**src/rtl/fc_intfc_spi_word_xfer_param.sv**
```systemverilog
// SPI slave word-transfer engine: moves one WORD_W-bit word per init/done handshake
// with configurable SPI mode, bit order and input synchroniser depth.
module fc_intfc_spi_word_xfer_param #(
  parameter int WORD_W      = 16,
  parameter bit CPOL        = 1'b0,
  parameter bit CPHA        = 1'b0,
  parameter bit MSB_FIRST   = 1'b1,
  parameter int SYNC_STAGES = 2
) (
  input  logic              clk210_p,
  input  logic              reset_n_p,
  input  logic              spi_sck_p,
  input  logic              spi_ss_p,
  input  logic              spi_mosi_p,
  output logic              spi_miso_p,
  input  logic              spi_init_trans_p,
  input  logic [WORD_W-1:0] spi_tx_word_p,
  output logic [WORD_W-1:0] spi_rx_word_p,
  output logic              spi_word_done_p,
  output logic              spi_abort_p,
  output logic              spi_busy_p,
  output logic [2:0]        spi_state_dbg_p
);

  localparam int CNT_W = $clog2(WORD_W + 1);
  localparam logic [CNT_W-1:0] CNT_FULL = CNT_W'(WORD_W);
  localparam logic [CNT_W-1:0] CNT_LAST = CNT_W'(WORD_W - 1);

  // Handshake: spi_init_trans_p high requests a word; spi_word_done_p rises when the
  // word is complete and stays high until spi_init_trans_p is dropped.
  typedef enum logic [2:0] {
    S_IDLE       = 3'd0,
    S_LOAD       = 3'd1,
    S_WAIT_LEAD  = 3'd2,
    S_WAIT_TRAIL = 3'd3,
    S_DONE       = 3'd4
  } state_t;

  state_t state, state_n;

  // Asynchronous assert, synchronous release of the internal reset.
  logic [1:0] rst_sync;
  logic       rst_n;

  always_ff @(posedge clk210_p or negedge reset_n_p) begin
    if (!reset_n_p) rst_sync <= 2'b00;
    else            rst_sync <= {rst_sync[0], 1'b1};
  end

  assign rst_n = rst_sync[1];

  logic [SYNC_STAGES-1:0] sck_sync, mosi_sync, ss_sync;
  logic                   sck_hist;
  logic                   sck_s, mosi_s, ss_s;
  logic                   lead_edge, trail_edge;

  always_ff @(posedge clk210_p or negedge rst_n) begin
    if (!rst_n) begin
      sck_sync  <= {SYNC_STAGES{CPOL}};
      mosi_sync <= '0;
      ss_sync   <= '1;
      sck_hist  <= CPOL;
    end else begin
      sck_sync  <= {sck_sync[SYNC_STAGES-2:0], spi_sck_p};
      mosi_sync <= {mosi_sync[SYNC_STAGES-2:0], spi_mosi_p};
      ss_sync   <= {ss_sync[SYNC_STAGES-2:0], spi_ss_p};
      sck_hist  <= sck_sync[SYNC_STAGES-1];
    end
  end

  assign sck_s      = sck_sync[SYNC_STAGES-1];
  assign mosi_s     = mosi_sync[SYNC_STAGES-1];
  assign ss_s       = ss_sync[SYNC_STAGES-1];
  assign lead_edge  = (sck_s != sck_hist) && (sck_s != CPOL);
  assign trail_edge = (sck_s != sck_hist) && (sck_s == CPOL);

  logic [WORD_W-1:0] tx_sr, rx_sr, rx_sr_next, tx_sr_shifted;
  logic [CNT_W-1:0]  bit_cnt;
  logic              tx_out;

  assign tx_out        = MSB_FIRST ? tx_sr[WORD_W-1] : tx_sr[0];
  assign tx_sr_shifted = MSB_FIRST ? {tx_sr[WORD_W-2:0], 1'b0} : {1'b0, tx_sr[WORD_W-1:1]};
  assign rx_sr_next    = MSB_FIRST ? {rx_sr[WORD_W-2:0], mosi_s} : {mosi_s, rx_sr[WORD_W-1:1]};

  logic load_tx, tx_shift, rx_shift, complete, abort_n, clr_done;

  always_ff @(posedge clk210_p or negedge rst_n) begin
    if (!rst_n) state <= S_IDLE;
    else        state <= state_n;
  end

  always_comb begin
    state_n  = state;
    load_tx  = 1'b0;
    tx_shift = 1'b0;
    rx_shift = 1'b0;
    complete = 1'b0;
    abort_n  = 1'b0;
    clr_done = 1'b0;
    case (state)
      S_IDLE: begin
        if (spi_init_trans_p && !ss_s) begin
          load_tx = 1'b1;
          state_n = S_LOAD;
        end
      end
      S_LOAD: begin
        if (ss_s) begin
          state_n = S_IDLE;
        end else begin
          tx_shift = !CPHA;
          state_n  = S_WAIT_LEAD;
        end
      end
      S_WAIT_LEAD: begin
        if (ss_s) begin
          abort_n = 1'b1;
          state_n = S_IDLE;
        end else if (lead_edge) begin
          tx_shift = CPHA;
          rx_shift = !CPHA;
          state_n  = S_WAIT_TRAIL;
        end
      end
      S_WAIT_TRAIL: begin
        if (ss_s) begin
          abort_n = 1'b1;
          state_n = S_IDLE;
        end else if (trail_edge) begin
          if (CPHA) begin
            rx_shift = 1'b1;
            complete = (bit_cnt == CNT_LAST);
          end else begin
            tx_shift = (bit_cnt < CNT_FULL);
            complete = (bit_cnt == CNT_FULL);
          end
          state_n = complete ? S_DONE : S_WAIT_LEAD;
        end
      end
      S_DONE: begin
        if (ss_s || !spi_init_trans_p) begin
          clr_done = 1'b1;
          state_n  = S_IDLE;
        end
      end
      default: state_n = S_IDLE;
    endcase
  end

  // With CPHA=1 the final bit is captured on the completing edge itself,
  // so the published word must include it.
  always_ff @(posedge clk210_p or negedge rst_n) begin
    if (!rst_n) begin
      tx_sr           <= '0;
      rx_sr           <= '0;
      bit_cnt         <= '0;
      spi_miso_p      <= 1'b0;
      spi_rx_word_p   <= '0;
      spi_word_done_p <= 1'b0;
      spi_abort_p     <= 1'b0;
    end else begin
      spi_abort_p <= abort_n;
      if (load_tx) begin
        tx_sr   <= spi_tx_word_p;
        bit_cnt <= '0;
      end
      if (tx_shift) begin
        spi_miso_p <= tx_out;
        tx_sr      <= tx_sr_shifted;
      end
      if (rx_shift) begin
        rx_sr   <= rx_sr_next;
        bit_cnt <= bit_cnt + 1'b1;
      end
      if (complete) begin
        spi_rx_word_p   <= CPHA ? rx_sr_next : rx_sr;
        spi_word_done_p <= 1'b1;
      end
      if (abort_n) bit_cnt <= '0;
      if (clr_done || abort_n) spi_word_done_p <= 1'b0;
    end
  end

  assign spi_busy_p      = (state == S_LOAD) || (state == S_WAIT_LEAD) || (state == S_WAIT_TRAIL);
  assign spi_state_dbg_p = state;

endmodule

```
**config.mk**
```make
export PLATFORM = sky130hd
export DESIGN_NAME = fc_intfc_spi_word_xfer_param
export DESIGN_NICKNAME = d
export VERILOG_FILES = /design/src/rtl/fc_intfc_spi_word_xfer_param.sv
export SDC_FILE = /design/constraint.sdc
export NUM_CORES = 1
export LEC_CHECK = 0
export CORE_ASPECT_RATIO = 0.7
export CORE_MARGIN = 3
export CORE_UTILIZATION = 39
export DETAILED_ROUTE_END_ITERATION = 8
export PLACE_DENSITY = 0.58
export RECOVER_POWER = 25
export SETUP_SLACK_MARGIN = 0.5
export SYNTH_ARGS = -nofsm -noshare
export SYNTH_HDL_FRONTEND = slang
export SYNTH_SLANG_ARGS = --single-unit
```
**constraint.sdc**
```tcl
create_clock -name clk210_p -period 6.59 [get_ports clk210_p]
set_clock_uncertainty 0.1 [all_clocks]
set_input_delay 0.659 -clock clk210_p [delete_from_list [all_inputs] [get_ports clk210_p]]
set_output_delay 0.659 -clock clk210_p [all_outputs]
set_load 0.005 [all_outputs]
```
* Word level (Yosys, flattened, before mapping)
Index checks and enable logic that the tools add are counted.
Word-level totals: latch bits 0, bits in writable memories 0, input bits 22, memories kept 0, output and inout bits 23, bits in read-only memories 0, logic and storage cells 76, register bits 68
Cells by class: equality and inequality tests 10, order comparisons 1, bitwise operators 1, muxes and demuxes 35, divide/modulo/power cells 0, reductions and logical operators 15, $add $sub $neg 1, multiply operators 0, shifts and indexed selects 0
Operator list (count):
- 2-to-1 mux 16 bit | 2
- 2-to-1 mux 3 bit | 7
- 2-to-1 mux 1 bit | 20
- 2-to-1 mux 5 bit | 3
- case mux 3 bit (5 select lines) | 1
- equality test 3 x 2 -> 1 bit (second input constant) | 2
- != test 3 bit (second input constant) | 2
- adder 5 x 1 -> 5 bit (second input constant) | 1
- equality test 5 bit (second input constant) | 1
- less-than comparator 5 bit (second input constant) | 1
- logical OR 1 bit | 4
- != test 2 bit (second input constant) | 2
- AND reduction 4 bit | 1
- nonzero test 2 bit | 2
- equality test 3 x 1 -> 1 bit (second input constant) | 1
- equality test 3 bit (second input constant) | 1
- logical AND 1 bit | 3
- logical NOT 3 bit | 1
- nonzero test 3 bit | 1
- logical NOT 1 bit | 2
- 2-to-1 mux 2 bit | 1
- case mux 1 bit (2 select lines) | 1
- OR reduction 2 bit | 1
- != test 1 bit | 1
- inverter 1 bit | 1

* Longest topological paths before layout
word-level depth 10, depth in mapped cells 6, gate-level depth less buffers 5

* Least setup slack after synthesis
OpenSTA, ideal clock, no wires.
path kind register to register, start register bit_cnt[3], end register spi_rx_word_p[0], period minus slack after synthesis 1909 ps, data required time 6365 ps, path slack 4681 ps, cell stages (with the launch flop) 5, arrival 1684 ps, library setup time 125 ps, path buffers 1, cells stage by stage dfrtp_1 -> or3b_4 -> nor4_4 -> buf_6 -> mux2_4
Between the ends: cells in the longest elaborated chain, start to end 7
RTL lines:
- from (decl) | line 78 | logic [CNT_W-1:0] bit_cnt;
- from (signal assigned) | line 173 | bit_cnt <= bit_cnt + 1'b1;
- equality test 5 bit | line 135 | complete = (bit_cnt == CNT_FULL);
- 2-to-1 mux 1 bit | line 129 | end else if (trail_edge) begin
- 2-to-1 mux 1 bit | line 126 | if (ss_s) begin
- 2-to-1 mux 1 bit | line 100 | case (state)
- 2-to-1 mux 1 bit | line 129
- 2-to-1 mux 1 bit | line 126
- 2-to-1 mux 1 bit | line 100
- to (signal assigned) | line 176 | spi_rx_word_p <= CPHA ? rx_sr_next : rx_sr;
- to (decl) | line 18 | output logic [WORD_W-1:0] spi_rx_word_p,
No other way between the ends. The select of a mux whose other input is x is not followed. A chain may end at the register's enable or synchronous reset.

==> impl_metrics.yaml <==
outcome:
  status: "complete, but fails checks"
  violations: "max-capacitance violations, max-slew violations"
yosys:
  yosysUniqueCellTypes: 44
  syn-num-nets: 230
  ys_dominant_reg_cell: "dfrtp_1"
  syn_area_um2: 2870
  ys_ff_latch: 68
  async_reset_ff_frac: 1.000
  yosys-top-cells-area: "dfrtp_1 (58%), mux2_2 (9.4%), a221o_1 (5.2%)"
  synth_edf_count: 0
  yosysTopAreaCellShare: 0.5754
  postSynthCellCount: 206
  ys.warnings.count: 0
  avgSynthCellArea_um2: 13.93
  yosys.area.top_type: "dfrtp_1"
  yosysSeqAreaShare: 0.5937
timing:
  finalSetupTns_ps: 0
  period_needed_ps: 3439
  setup_viol: 0
  period_share: 0.5219
  rsz0062_at_grt: "false"
  max_freq_mhz: 290.8
  slew_headroom: -1.044
  hold_viol: 0
  timing.final.max_slew_violations: 60
  worst_slew_pin_slew_ps: 3066
  holdWs_ps: 26.75
global_routing:
  grt_max_degree: 60
  overflow: 0
  track_usage: 0.1443
  antenna_found_initial: 0
  grt_pass1_wl_mm: 9.266
  grt_pass1_vias: 1819
critical_path:
  crit_family: "buffers and inverters"
  crit_arrival_ps: 3110
  reg2reg_depth: 1
  crit_slowest_cell: "clkbuf_1"
  crit_path_max_incr_delay_ps: 2200
  cp_max_fo: 59
  critPathLaunchType: "flip-flop"
  end_kind: "async pin"
  crit_type: "reg -> async"
  path_depth: 1
  worst_ep_required_time_ps: 6260
  cp_num_buf_inv: 1
  cp_cell_sequence: "clkbuf_1"
clocking:
  cts_tree: "yes"
  clock_latency_ps: 340
  cts_setup_buffers: 0
  postCtsHoldBufs: 0
  cts_buffer_depth: 2
  cts_inserted_buffers: 9
  cts_sinks: 68
  cts_resized: 0
  htreeDepth: 3
  root_buffer: "clkbuf_8"
  clkSlewWorstSetupHoldPaths_ps: 80
placement:
  io_buffers: 44
  place_hpwl_mm: 3.652
  gp_congestion: 0.8227
route:
  wl_mm: 5.391
  drc_errors: 0
  drt_iter0_markers: 62
  wire_per_inst_um: 15.27
  vias: 1822
  via_per_inst: 5.161
  drtAntennaViolNets: 0
  first_pass_iters: 4
power_and_ir_drop:
  powerDensity_nw_per_um2: 251.9
  ir_drop_uv: 98.21
  static-leakage-power_nw: 1.649
floorplan:
  num_io_pins: 45
  fp.dieW_um: 108.5
  start_util: 0.4133
  coreArea_um2: 6944
  fp.dieH_um: 77.78
  row_count: 25
  fp.dieArea_um2: 8441
cells_and_area:
  final_layout_size_suffix_gt1_frac: 0.2317
  syn_to_final_growth_pct: 24.80
  final_common_cell: "dfrtp_1"
  antenna_cells: 0
  nets: 278
  final_cell_mix: "dfrtp_1 (66), clkdlybuf4s50_1 (40), mux2_2 (24), and3_1 (15), a221o_1 (15)"
run:
  cap_violations: 1
worst_hold_path:
  hp-class: "reg -> async"
[power by group]
group          internal [mW]  switching [mW]
Combinational         0.0514          0.0360
Clock                  0.185           0.153
Sequential             0.451          0.0259
Total                  0.688           0.215
[registers in the layout, summed over array words and instances (netlist names)]
register and count:
spi_abort_p 1, rx_sr 16, spi_state_dbg_p 3, mosi_sync 2
spi_miso_p 1, rst_sync 2, sck_hist 1, sck_sync 2
bit_cnt 5, tx_sr 16, spi_word_done_p 1, ss_sync 2
spi_rx_word_p 16
[cell families (layout without fill, tap and decap cells)]
family                   count (synthesis)  in the layout  synth area share
AO/OA/AOI/OAI                           37             37            0.1037
XOR/XNOR                                 1              1          0.003052
adder cells (fa/ha/maj)                  2              2          0.008717
buffers and inverters                   13             66           0.02485
flip-flops                              68             68            0.5937
multiplexers                            33             33            0.1412
other                                    1              1          0.001307
AND/OR/NAND/NOR                         51             51            0.1234
[worst paths after layout]
| kind | start | to | slack, ps |
|---|---|---|---|
| hold reg to reg | rst_sync[1]$_DFF_PN0_ | tx_sr[12]$_DFFE_PN0P_ | 30 |
| setup / recovery | rst_sync[1]$_DFF_PN0_ | spi_rx_word_p[0]$_DFFE_PN0P_ | 3150 |
| setup reg to reg | rst_sync[1]$_DFF_PN0_ | spi_rx_word_p[0]$_DFFE_PN0P_ | 3150 |
| hold / removal | rst_sync[1]$_DFF_PN0_ | tx_sr[12]$_DFFE_PN0P_ | 30 |
| max in group clk210_p | spi_state_dbg_p[2]$_DFFE_PN0P_ | tx_sr[9]$_DFFE_PN0P_ | 4080 |
| min in group clk210_p | mosi_sync[0]$_DFF_PN0_ | mosi_sync[1]$_DFF_PN0_ | 250 |
[final cells by class]
type / instances / area, um2
fillers: 631 / 3362
flip-flops and latches: 68 / 1704
multi-input cells: 125 / 1095
repair buffers: 47 / 459.2
clock buffers: 12 / 145.1
well taps: 94 / 117.6
clock inverters: 4 / 50.05
inverters: 3 / 11.26
[layer usage]
layer / vias up / GRT usage / share of wire
met5: - / 0 / 0
met4: 0 / 0.04918 / 0.011
met3: 9 / 0.05902 / 0.047
met2: 33 / 0.1899 / 0.43
met1: 914 / 0.2123 / 0.51
li1: 866 / - / -
[cells in the mapped netlist, types with 2 or more instances]
| master | instances |
|---|---|
| nor3b_1 | 2 |
| nand2_1 | 4 |
| mux2_2 | 24 |
| nand3_1 | 6 |
| o21ba_2 | 2 |
| nor2b_1 | 3 |
| clkbuf_1 | 2 |
| a221o_1 | 15 |
| o21ai_0 | 9 |
| a21oi_1 | 3 |
| nor3_1 | 2 |
| buf_6 | 2 |
| mux2_4 | 9 |
| dfstp_2 | 2 |
| nor2_1 | 4 |
| buf_2 | 6 |
| dfrtp_1 | 66 |
| ha_1 | 2 |
| and3_1 | 15 |
| inv_1 | 3 |
| nand2b_1 | 2 |
[per-stage QoR]
step | setup slack [ps] | power, mW | std cells | instance area, um2 | utilization
6_report | 3151 | 0.9022 | 353 | 3582 | 0.5159
2_1_floorplan | 4460 | 0.5344 | 206 | 2870 | -
4_1_cts | 4039 | 0.9184 | 353 | 3587 | 0.5166
5_1_grt | 2331 | 0.9466 | 353 | 3582 | 0.5159
3_5_place_dp | 3978 | 0.5750 | 337 | 3392 | 0.4885
3_3_place_gp | 4005 | 0.5727 | 337 | 3392 | 0.4885
No activity file was read; power rests on OpenSTA's default activity.
